### config.mk
export PLATFORM = sky130hd
export DESIGN_NAME = counter_uart_reporter_flat
export DESIGN_NICKNAME = d
export VERILOG_FILES = /design/src/rtl/counter_uart_reporter_if.sv /design/src/rtl/counter_uart_reporter.sv /design/src/flat_wrapper.sv
export SDC_FILE = /design/constraint.sdc
export NUM_CORES = 1
export LEC_CHECK = 0
export BUFFER_PORTS_ARGS = -buffer_cell sky130_fd_sc_hd__clkbuf_2
export CAP_MARGIN = 20
export CORE_MARGIN = 1.5
export CORE_UTILIZATION = 43
export CTS_CLUSTER_SIZE = 14
export DETAILED_ROUTE_END_ITERATION = 6
export SLEW_MARGIN = 15
export SYNTH_ARGS = -nofsm -noshare
export SYNTH_HDL_FRONTEND = slang
export SYNTH_SLANG_ARGS = --single-unit
### constraint.sdc
create_clock -name clk -period 3.3 [get_ports clk]
set_input_delay 0.495 -clock clk [delete_from_list [all_inputs] [get_ports clk]]
set_output_delay 0.495 -clock clk [all_outputs]
set_load 0.02 [all_outputs]
### src/rtl/counter_uart_reporter_if.sv
// rtl/counter_uart_reporter_if.sv - sample request, counter value and UART report status bundle
interface counter_uart_reporter_if #(
    parameter int DATA_W = 24
);
    logic [DATA_W-1:0] value_in;
    logic              sample;
    logic              busy;
    logic              tx;
    logic              done;

    modport master (
        output value_in,
        output sample,
        input  busy,
        input  tx,
        input  done
    );

    modport slave (
        input  value_in,
        input  sample,
        output busy,
        output tx,
        output done
    );
endinterface

### src/rtl/counter_uart_reporter.sv
// rtl/counter_uart_reporter.sv - snapshots a counter and sends it as uppercase ASCII hex plus CR LF over 8N1 UART
module counter_uart_reporter #(
    parameter int DATA_W       = 24,
    parameter int CLKS_PER_BIT = 104
) (
    input  logic                    clk,
    input  logic                    rst_n,
    counter_uart_reporter_if.slave  bus
);
    localparam int DIGITS = DATA_W / 4;
    localparam int TW     = $clog2(CLKS_PER_BIT);
    localparam int CW     = $clog2(DIGITS + 2);

    typedef enum logic [1:0] {IDLE, START, DATA, STOP} state_t;

    state_t            state_q, state_d;
    logic [TW-1:0]     timer_q, timer_d;
    logic [2:0]        bit_q, bit_d;
    logic [CW-1:0]     char_q, char_d;
    logic [DATA_W-1:0] snap_q, snap_d;
    logic              tx_q, tx_d;
    logic              done_q, done_d;
    logic [3:0]        nib;
    logic [7:0]        cur_char;
    logic              last_tick;

    // Current character: hex digits MSB nibble first, then CR, then LF.
    always_comb begin
        nib = 4'd0;
        for (int i = 0; i < DIGITS; i++) begin
            if (char_q == CW'(i)) begin
                nib = snap_q[DATA_W-1-4*i -: 4];
            end
        end
        cur_char = 8'h0A;
        if (char_q < CW'(DIGITS)) begin
            cur_char = (nib < 4'd10) ? (8'h30 + {4'h0, nib}) : (8'h37 + {4'h0, nib});
        end else if (char_q == CW'(DIGITS)) begin
            cur_char = 8'h0D;
        end
    end

    assign last_tick = (timer_q == TW'(CLKS_PER_BIT - 1));

    // tx is computed from the next state so the line is registered and
    // changes on the same edge the FSM moves.
    always_comb begin
        state_d = state_q;
        timer_d = timer_q;
        bit_d   = bit_q;
        char_d  = char_q;
        snap_d  = snap_q;
        tx_d    = tx_q;
        done_d  = 1'b0;
        if (state_q != IDLE) begin
            timer_d = last_tick ? '0 : timer_q + TW'(1);
        end
        case (state_q)
            IDLE: begin
                tx_d = 1'b1;
                if (bus.sample) begin
                    snap_d  = bus.value_in;
                    char_d  = '0;
                    timer_d = '0;
                    bit_d   = '0;
                    state_d = START;
                    tx_d    = 1'b0;
                end
            end
            START: begin
                if (last_tick) begin
                    state_d = DATA;
                    bit_d   = '0;
                    tx_d    = cur_char[0];
                end
            end
            DATA: begin
                if (last_tick) begin
                    if (bit_q == 3'd7) begin
                        state_d = STOP;
                        tx_d    = 1'b1;
                    end else begin
                        bit_d = bit_q + 3'd1;
                        tx_d  = cur_char[bit_d];
                    end
                end
            end
            STOP: begin
                if (last_tick) begin
                    if (char_q == CW'(DIGITS + 1)) begin
                        state_d = IDLE;
                        done_d  = 1'b1;
                        tx_d    = 1'b1;
                    end else begin
                        char_d  = char_q + CW'(1);
                        state_d = START;
                        tx_d    = 1'b0;
                    end
                end
            end
            default: begin
                state_d = IDLE;
                tx_d    = 1'b1;
            end
        endcase
    end

    always_ff @(posedge clk) begin
        if (!rst_n) begin
            state_q <= IDLE;
            timer_q <= '0;
            bit_q   <= '0;
            char_q  <= '0;
            snap_q  <= '0;
            tx_q    <= 1'b1;
            done_q  <= 1'b0;
        end else begin
            state_q <= state_d;
            timer_q <= timer_d;
            bit_q   <= bit_d;
            char_q  <= char_d;
            snap_q  <= snap_d;
            tx_q    <= tx_d;
            done_q  <= done_d;
        end
    end

    assign bus.busy = (state_q != IDLE);
    assign bus.tx   = tx_q;
    assign bus.done = done_q;
endmodule

### src/flat_wrapper.sv
// flat-port wrapper written by rule: the top's interface ports become plain ports
module counter_uart_reporter_flat 
#(
    parameter int DATA_W       = 24,
    parameter int CLKS_PER_BIT = 104
)
  (clk, rst_n, bus_value_in, bus_sample, bus_busy, bus_tx, bus_done);
  counter_uart_reporter_if #(.DATA_W(DATA_W)) bus_i ();
  input  logic clk;
  input  logic rst_n;
  input wire logic [$bits(bus_i.value_in)-1:0] bus_value_in;
  input wire logic [$bits(bus_i.sample)-1:0] bus_sample;
  output wire logic [$bits(bus_i.busy)-1:0] bus_busy;
  output wire logic [$bits(bus_i.tx)-1:0] bus_tx;
  output wire logic [$bits(bus_i.done)-1:0] bus_done;
  assign bus_i.value_in = bus_value_in;
  assign bus_i.sample = bus_sample;
  assign bus_busy = bus_i.busy;
  assign bus_tx = bus_i.tx;
  assign bus_done = bus_i.done;
  counter_uart_reporter #(.DATA_W(DATA_W), .CLKS_PER_BIT(CLKS_PER_BIT)) u_core (.clk(clk), .rst_n(rst_n), .bus(bus_i));
endmodule
* Word-level counts from Yosys, hierarchy flattened
Index checks and enable logic that the tools add are counted.
** Storage, ports and cells
- Register bits :: 41
- Bits in latches :: 0
- Memory bits (writable) :: 0
- Bits in read-only memories :: 0
- Input bits :: 27
- Output and inout port bits :: 3
- Word-level logic and storage cells :: 82
- Memories :: 0
** Operators by class
- Add/subtract/negate cells :: 5
- Multipliers :: 0
- Divide/modulo/power cells :: 0
- Magnitude comparators :: 3
- Equality and inequality tests :: 19
- Shift operators :: 0
- Multiplexer cells :: 37
- Bitwise gates (word level) :: 0
- Reductions and logical operators :: 11
** Operators by type and width (number)
- 7-bit 2-to-1 mux :: 4
- 4-bit 2-to-1 mux :: 6
- 3-bit 2-to-1 mux :: 7
- 8-bit 2-to-1 mux :: 2
- 3-bit == test (second input constant) :: 5
- 6-bit by 4-bit adder with 7-bit output (first input constant) :: 2
- 2-bit 2-to-1 mux :: 5
- 5-bit AND reduction :: 2
- 3-bit one-hot mux with 3 select lines :: 1
- 1-bit 2-to-1 mux :: 8
- 2-bit by 1-bit inequality test with 1-bit output (second input constant) :: 4
- 2-bit one-hot mux with 4 select lines :: 1
- 7-bit by 1-bit adder with 7-bit output (second input constant) :: 1
- 7-bit == test (second input constant) :: 1
- 3-bit by 1-bit adder with 3-bit output (second input constant) :: 2
- 3-bit by 2-bit == test with 1-bit output (second input constant) :: 2
- 2-bit inequality test (second input constant) :: 3
- 3-bit one-hot mux with 2 select lines :: 1
- 3-bit AND reduction :: 2
- 2-bit == test (second input constant) :: 2
- 3-bit by 4-bit < comparator with 1-bit output (second input constant) :: 1
- 4-bit < comparator (second input constant) :: 1
- 1-bit one-hot mux with 4 select lines :: 1
- 4-bit AND reduction :: 1
- 9 further kinds :: 10

* Depth between registers and ports, before layout
Gate-level depths: netlist (run 1).
- Word-level depth :: 15
- Mapped depth :: 15
- Depth with buffers taken out :: 13

* Worst setup path after synthesis (run 1)
Ideal clock, no wire load.
- Path type :: flip-flop to flip-flop
- Start :: register u_core.char_q[1]
- End :: register u_core.tx_q (netlist: u_core.bus.tx)
- Library setup time :: 0.079 ns
- Data arrival time :: 2.595 ns
- Required time :: 3.221 ns
- Setup slack :: 0.627 ns
- Cell stages (with the launch flop) :: 16
- Buffers on the path :: 2
- Clock period less this slack :: 2.673 ns
- Cell sequence :: dfxtp_1 inv_1 ha_1 buf_6 buf_2 a21oi_1 o21a_1 o41ai_2 a32o_2 inv_1 ha_1 inv_1 or4b_1 a31oi_1 o211ai_1 o211ai_1
** Between the ends
- Word-level cells in the longest chain between the ends :: 15
- Elaborated cells on any way between the ends :: 29
- Those cells by class :: 2 x add/sub; 2 x order compare; 7 x eq/ne; 17 x mux; 1 x reduce/logical
** Ends and longest elaborated chain
- start: declaration :: RTL line counter_uart_reporter.sv:19 : logic [CW-1:0] char_q, char_d;
- start signal: assignment :: RTL line counter_uart_reporter.sv:121 : char_q <= char_d;
- 3-bit zero test :: RTL line counter_uart_reporter.sv:31 : if (char_q == CW'(i)) begin
- 4-bit 2-to-1 mux (6 in series) :: RTL line counter_uart_reporter.sv:31
- 6-bit by 4-bit adder with 7-bit output or 4-bit < comparator (tied branches) :: RTL line counter_uart_reporter.sv:37 : cur_char = (nib < 4'd10) ? (8'h30 + {4'h0, nib}) : (8'h37 + {4'h0, nib});
- 8-bit 2-to-1 mux :: RTL line counter_uart_reporter.sv:37
- 8-bit 2-to-1 mux :: RTL line counter_uart_reporter.sv:36 : if (char_q < CW'(DIGITS)) begin
- 1-bit binary-select mux with 3-bit select :: RTL line counter_uart_reporter.sv:84 : tx_d = cur_char[bit_d];
- 1-bit 2-to-1 mux (not written as such) :: RTL line counter_uart_reporter.sv:84
- 1-bit 2-to-1 mux :: RTL line counter_uart_reporter.sv:79 : if (bit_q == 3'd7) begin
- 1-bit 2-to-1 mux :: RTL line counter_uart_reporter.sv:78 : if (last_tick) begin
- 1-bit one-hot mux with 4 select lines * :: RTL line counter_uart_reporter.sv:58 : case (state_q)
- end signal: assignment :: RTL line counter_uart_reporter.sv:123 : tx_q <= tx_d;
- end: declaration :: RTL line counter_uart_reporter.sv:21 : logic tx_q, tx_d;
Mark *: on every way between the ends. The rest lies on a longest branch, timed or not. The select of a mux whose other input is x is not followed.
A chain may end at the register's enable or synchronous reset.

* Final worst setup path (run 1)
Ends and elaborated chain as after synthesis.

==> flow_summary.toml, run 1 <==
[cts]
clock_tree.root_cell = "clkbuf_8"
ctsHtreeMaxLevel = 2
cts_setup_buffers = 0
clock-sinks = 41
cts_buffers = 5
tritoncts = "built"
cts_resized = 0
ctsHoldBuffers = 0
path_clk_slew_ns = 0.09
clock_path_buffers = 2
clock_latency_ns = 0.31

[sta]
grt_setup_unrepaired = "no"
clock.fmax_mhz = 344
whs_ns = 0.411
slew_viol_final = 0
clock_skew_ns = 0.0135
setup_viol = 0
hold_viol = 0
worst-slew-pin-transition_ns = 0.823
final.period_utilization_pct = 88.2
slew_headroom_pct = 45.1
fin_setup_tns_ns = 0
post-route-min-period_ns = 2.91

[die]
die_x_um = 79.2
core_area_um2 = 5540
die_area_um2 = 6260
die_h_um = 79.2
start_util_pct = 45.0
row_count = 27
boundaryPins = 30

[synth]
synth_nets = 349
synth.avg_cell_area_um2 = 8.10
yosysTopAreaCell = "dfxtp_1"
syn_inst = 308
ys_ff_latch = 41
syn_area_um2 = 2490
synth_top_area_share_pct = 32.9
yosysSeqAreaShare_pct = 32.9
yosys-top-cells-area = "dfxtp_1 33%, nand2_1 11%, a21boi_0 7.5%"
yosysWarnings = 0
yosysUniqueCellTypes = 49

[final_layout]
diodes = 0
finalNetCount = 372
drive_above_1_share_pct = 16.0
postLayoutCellArea_um2 = 2790
synthToLayoutAreaGrowth_pct = 11.7
final_common_cell = "nand2_1"
layout_common_cells = "72 x nand2_1, 41 x dfxtp_1, 29 x clkbuf_2"

[placed_design]
io_buffers = 29
dpl-instance-area_um2 = 2670
place.gp.congestion = 0.735
hpwl_um = 3690

[power_and_ir_drop]
intPower_uw = 1030
cellPowerDensity_nw_per_um2 = 589
power.switching_uw = 614
power_frac_comb_pct = 36.0
ir_drop_mv = 0.419
pwr-share-clk_pct = 25.0
p_sw_share_pct = 37.4
seqPwrFrac_pct = 39.0
total_power_uw = 1640
p_leak_uw = 0.00108

[setup_path]
worstPathArrival_ns = 3.13
r2r_slack_ns = 0.39
crit_path_end_kind = "flip-flop"
cp_top_family = "compound AO/OA/AOI/OAI gates"
crit_required_ns = 3.52
path_max_fanout = 9
crit_chain = "inv_1, ha_1, a21oi_1, a2111oi_2, a311oi_2, ha_1, inv_1, or4b_1, a31oi_1, o211ai_1, o211ai_1"
setup.worst_path.start_class = "flip-flop"
slowest_stage = "or4b_1"
cp_num_buf_inv = 2
critPathLaunch = "u_core.char_q[1]$_SDFFE_PN0P_"
cpPeakStageDelay_ns = 0.52
crit_type = "reg -> reg"
r2r_start = "u_core.char_q[1]$_SDFFE_PN0P_"

[drt]
first_pass_iters = 4
ant_nets = 0
drt-wirelength-per-cell_um = 12.7
wirelength_um = 5130
drt_iter0_markers = 77
route.vias.total = 2080
drc = 0
vias_per_cell = 5.15

[global_route]
grt_max_degree = 42
grt_pass1_vias = 1945
grt_usage_pct = 18.1
antenna_found_initial = 0
grt_pass1_wl_um = 8980
overflow = 0

[hold_path]
worstHoldStart = "bus_value_in[3]"
holdCritPathClass = "in -> reg"

[status]
status = "finished clean"

[job]
maxCapViolCount = 0
==> sequential cells by signal, indices dropped and copies added (netlist names) <==
register         flops
u_core.snap_q       24
u_core.char_q        3
u_core.bus.tx        1
u_core.state_q       2
u_core.bus.done      1
u_core.bit_q         3
u_core.timer_q       7
==> cell families after synthesis <==
family	synth area share [%]
flops	32.9
mux	0.401
compound gates	25.4
xor+xnor	2.11
simple gates	27.1
buf+inv	4.97
fa+ha+maj	7.02
==> area by class of cell <==
cell class                      count  area, um2
Multi-Input combinational cell    240       1550
Sequential cell                    41        821
Clock inverter                      3       43.8
Clock buffer                        5       68.8
Timing Repair Buffer               33        175
Tap cell                           72       90.1
Inverter                           10       37.5
Fill cell                         581       2760
==> cells in the mapped netlist, drive strengths merged <==
| cell | n |
|---|---|
| xor2 | 4 |
| and2 | 4 |
| a32o | 1 |
| o211ai | 6 |
| o31ai | 2 |
| nor2 | 18 |
| dfxtp | 41 |
| o41ai | 2 |
| buf | 7 |
| xnor2 | 2 |
| nor4b | 1 |
| and3 | 1 |
| a221oi | 1 |
| a22oi | 7 |
| nor2b | 16 |
| a21boi | 25 |
| nor3b | 1 |
| a31oi | 2 |
| inv | 10 |
| nand2 | 72 |
| nor3 | 6 |
| a311oi | 1 |
| nand3 | 7 |
| o21ai | 10 |
| ha | 14 |
| nand2b | 2 |
| clkbuf | 10 |
| o21bai | 1 |
| nand4b | 2 |
| o311ai | 1 |
| a21oi | 12 |
| a2111oi | 2 |
| o2111ai | 1 |
| nand3b | 4 |
| or4b | 2 |
| and4b | 1 |
| a32oi | 1 |
| o311a | 2 |
| mux2i | 1 |
| o21a | 5 |
==> metal layers <==
metal	track usage, %	up-vias	routed length (um)
met3	4.94	4	205
met5	0	-	0
met1	25.4	936	2730
li1	-	1113	-
met2	27.3	27	2140
met4	4.91	0	51
==> power by group through the flow <==
stage	clock network, uW	registers [uW]	logic (uW)
2_1_floorplan	0	639	463
3_3_place_gp	0	651	588
3_5_place_dp	0	650	596
4_1_cts	426	639	597
5_1_grt	448	650	676
6_report	411	640	590
==> worst paths after layout <==
path                                         end  depth (start not counted)
setup reg to reg      u_core.bus.tx$_SDFFE_PN1P_                         11
hold reg to reg   u_core.snap_q[19]$_SDFFE_PN0P_                          2
setup / recovery      u_core.bus.tx$_SDFFE_PN1P_                         11
hold / removal     u_core.snap_q[3]$_SDFFE_PN0P_                          3
==> metrics by stage <==
stage | instances | utilization, % | setup slack, ns
finish | 404 | 50.3 | 0.390
global route | 404 | 50.3 | 0.117
CTS | 404 | 50.3 | 0.384
detailed placement | 396 | 48.2 | 0.434
global placement | 396 | 48.2 | 0.518
floorplan | 308 | - | 0.627
==> worst reg2reg max path, delay by kind of cell, from the launching register on <==
family,cells,cell delay [ns]
adder cells (fa/ha/maj),2,0.58
AO/OA/AOI/OAI,6,1.15
flip-flops,1,0.41
AND/OR/NAND/NOR,1,0.52
buffers and inverters,2,0.16
(Power assumes the default switching activity.)
==> inputs of run 2 (changes only) <==
--- a/config.mk
+++ b/config.mk
@@ -8,7 +8,7 @@
 export BUFFER_PORTS_ARGS = -buffer_cell sky130_fd_sc_hd__clkbuf_2
 export CAP_MARGIN = 20
 export CORE_MARGIN = 1.5
-export CORE_UTILIZATION = 43
+export CORE_UTILIZATION = 45
 export CTS_CLUSTER_SIZE = 14
 export DETAILED_ROUTE_END_ITERATION = 6
 export SLEW_MARGIN = 15
==> flow_summary.toml, run 2 (same netlist as run 1, synthesis figures left out) <==
[power_and_ir_drop]
cellPowerDensity_nw_per_um2 = 589
p_leak_uw = 0.00108
ir_drop_mv = 0.390
total_power_uw = 1640

[final_layout]
postLayoutCellArea_um2 = 2780
drive_above_1_share_pct = 15.7
synthToLayoutAreaGrowth_pct = 11.5
fin_cells = 402
layout_common_cells = "72 x nand2_1, 41 x dfxtp_1, 29 x clkbuf_2"
diodes = 0
largest_reg_flops = 24
top_regs = "u_core.snap_q (24), u_core.timer_q (7)"
finalNetCount = 372
regMostFlops = "u_core.snap_q"
postLayoutCoreUtil_pct = 53.1
fill_cells = 547
final_common_cell = "nand2_1"

[die]
start_util_pct = 47.6
die_x_um = 77.4
die_area_um2 = 6000
boundaryPins = 30
die_h_um = 77.4
core_area_um2 = 5240
row_count = 26

[cts]
clock_path_buffers = 2
cts_setup_buffers = 0
clock_tree.root_cell = "clkbuf_8"
clock-sinks = 41
tritoncts = "built"
cts_buffers = 5
ctsHoldBuffers = 0
ctsHtreeMaxLevel = 2
cts_resized = 0
path_clk_slew_ns = 0.08
clock_latency_ns = 0.29

[drt]
wirelength_um = 5290
drt_iter0_markers = 97
route.vias.total = 2112
drc = 0
vias_per_cell = 5.25
drt-wirelength-per-cell_um = 13.2
ant_nets = 0
first_pass_iters = 4

[setup_path]
worstPathArrival_ns = 3.12
slowest_stage = "or4b_1"
crit_required_ns = 3.51
cpPeakStageDelay_ns = 0.51
r2r_start = "u_core.char_q[0]$_SDFFE_PN0P_"
crit_type = "reg -> reg"
crit_path_frequent_cell = "ha_1"
rr_worst_depth = 10
path_max_fanout = 10
timing.rr.end = "u_core.bus.tx$_SDFFE_PN1P_"
setup.worst_path.start_class = "flip-flop"
cp_num_buf_inv = 1
cp_top_family = "compound AO/OA/AOI/OAI gates"
crit_chain = "ha_1, ha_1, a2111oi_2, a311oi_2, ha_1, inv_1, or4b_1, a31oi_1, o211ai_1, o211ai_1"
crit_path_end_kind = "flip-flop"
r2r_slack_ns = 0.39

[global_route]
antenna_found_initial = 0
overflow = 0
grt_pass1_wl_um = 9090
grt_max_degree = 42
met1_usage_pct = 27.2
use_met3_pct = 3.53
grt_use_met2_pct = 28.3
grt_pass1_vias = 1935
top_usage_layer = "met2"
grt_usage_pct = 19.0

[sta]
grt_setup_unrepaired = "no"
clock.fmax_mhz = 344
fin_setup_tns_ns = 0
post-route-min-period_ns = 2.91
final.period_utilization_pct = 88.1
clock_skew_ns = 0.00949
slew_viol_final = 0
slew_headroom_pct = 40.3
setup_viol = 0
worst-slew-pin-transition_ns = 0.896
hold_viol = 0

[hold_path]
worstHoldStart = "bus_value_in[20]"
min_path_cells = 3
holdCritPathClass = "in -> reg"
min_to = "u_core.snap_q[20]$_SDFFE_PN0P_"

[status]
status = "finished clean"

[placed_design]
hpwl_um = 3770
numPlacedInstances = 394
dpl-instance-area_um2 = 2670
place.gp.congestion = 0.835
io_buffers = 29

[job]
maxCapViolCount = 0
==> run 2: cell types whose count changed in the layout (fill, tap and decap cells not counted), sizes merged <==
cell and change:
inv -1, clkbuf +1
==> run 2: power breakdown <==
group / total (uW) / switching, uW / leakage (uW) / internal, uW
combinational: 593 / 371 / 0.000688 / 222
clock: 403 / 176 / 0.0000554 / 227
sequential: 641 / 64.0 / 0.000335 / 577
total: 1640 / 611 / 0.00108 / 1030
==> run 2: worst max path at each step <==
stage	slack, ns	from	end	cells past startpoint
floorplan	0.63	u_core.char_q[1]$_SDFFE_PN0P_	u_core.bus.tx$_SDFFE_PN1P_	15
global placement	0.50	u_core.char_q[1]$_SDFFE_PN0P_	u_core.bus.tx$_SDFFE_PN1P_	10
detailed placement	0.44	u_core.char_q[0]$_SDFFE_PN0P_	u_core.bus.tx$_SDFFE_PN1P_	10
CTS	0.39	u_core.char_q[0]$_SDFFE_PN0P_	u_core.bus.tx$_SDFFE_PN1P_	10
global route	0.15	u_core.char_q[0]$_SDFFE_PN0P_	u_core.bus.tx$_SDFFE_PN1P_	10
finish	0.39	u_core.char_q[0]$_SDFFE_PN0P_	u_core.bus.tx$_SDFFE_PN1P_	10
==> run 2: stage by stage <==
step | setup slack, ns | hold slack (ns)
2_1_floorplan | 0.627 | 0.443
3_3_place_gp | 0.504 | 0.463
3_5_place_dp | 0.436 | 0.467
4_1_cts | 0.395 | 0.412
5_1_grt | 0.148 | 0.423
6_report | 0.393 | 0.421
==> run 2: layout make-up <==
class | count | area, um2 | share of cell area, %
Multi-Input combinational cell | 240 | 1550 | 55.7
Sequential cell | 41 | 821 | 29.5
Timing Repair Buffer | 33 | 175 | 6.30
Tap cell | 70 | 87.6 | 3.15
Clock buffer | 6 | 72.6 | 2.61
Clock inverter | 2 | 38.8 | 1.39
Inverter | 10 | 37.5 | 1.35
==> run 2: routing by layer <==
metal / up-vias / routed length [um]
met5: - / 0
met3: 5 / 163
met2: 35 / 2200
li1: 1110 / -
met4: 0 / 56
met1: 962 / 2870
==> run 2: worst min-delay path, cell delays in order <==
cell      delay (ns)
clkbuf_2        0.08
nand2_1         0.04
a21boi_0        0.06
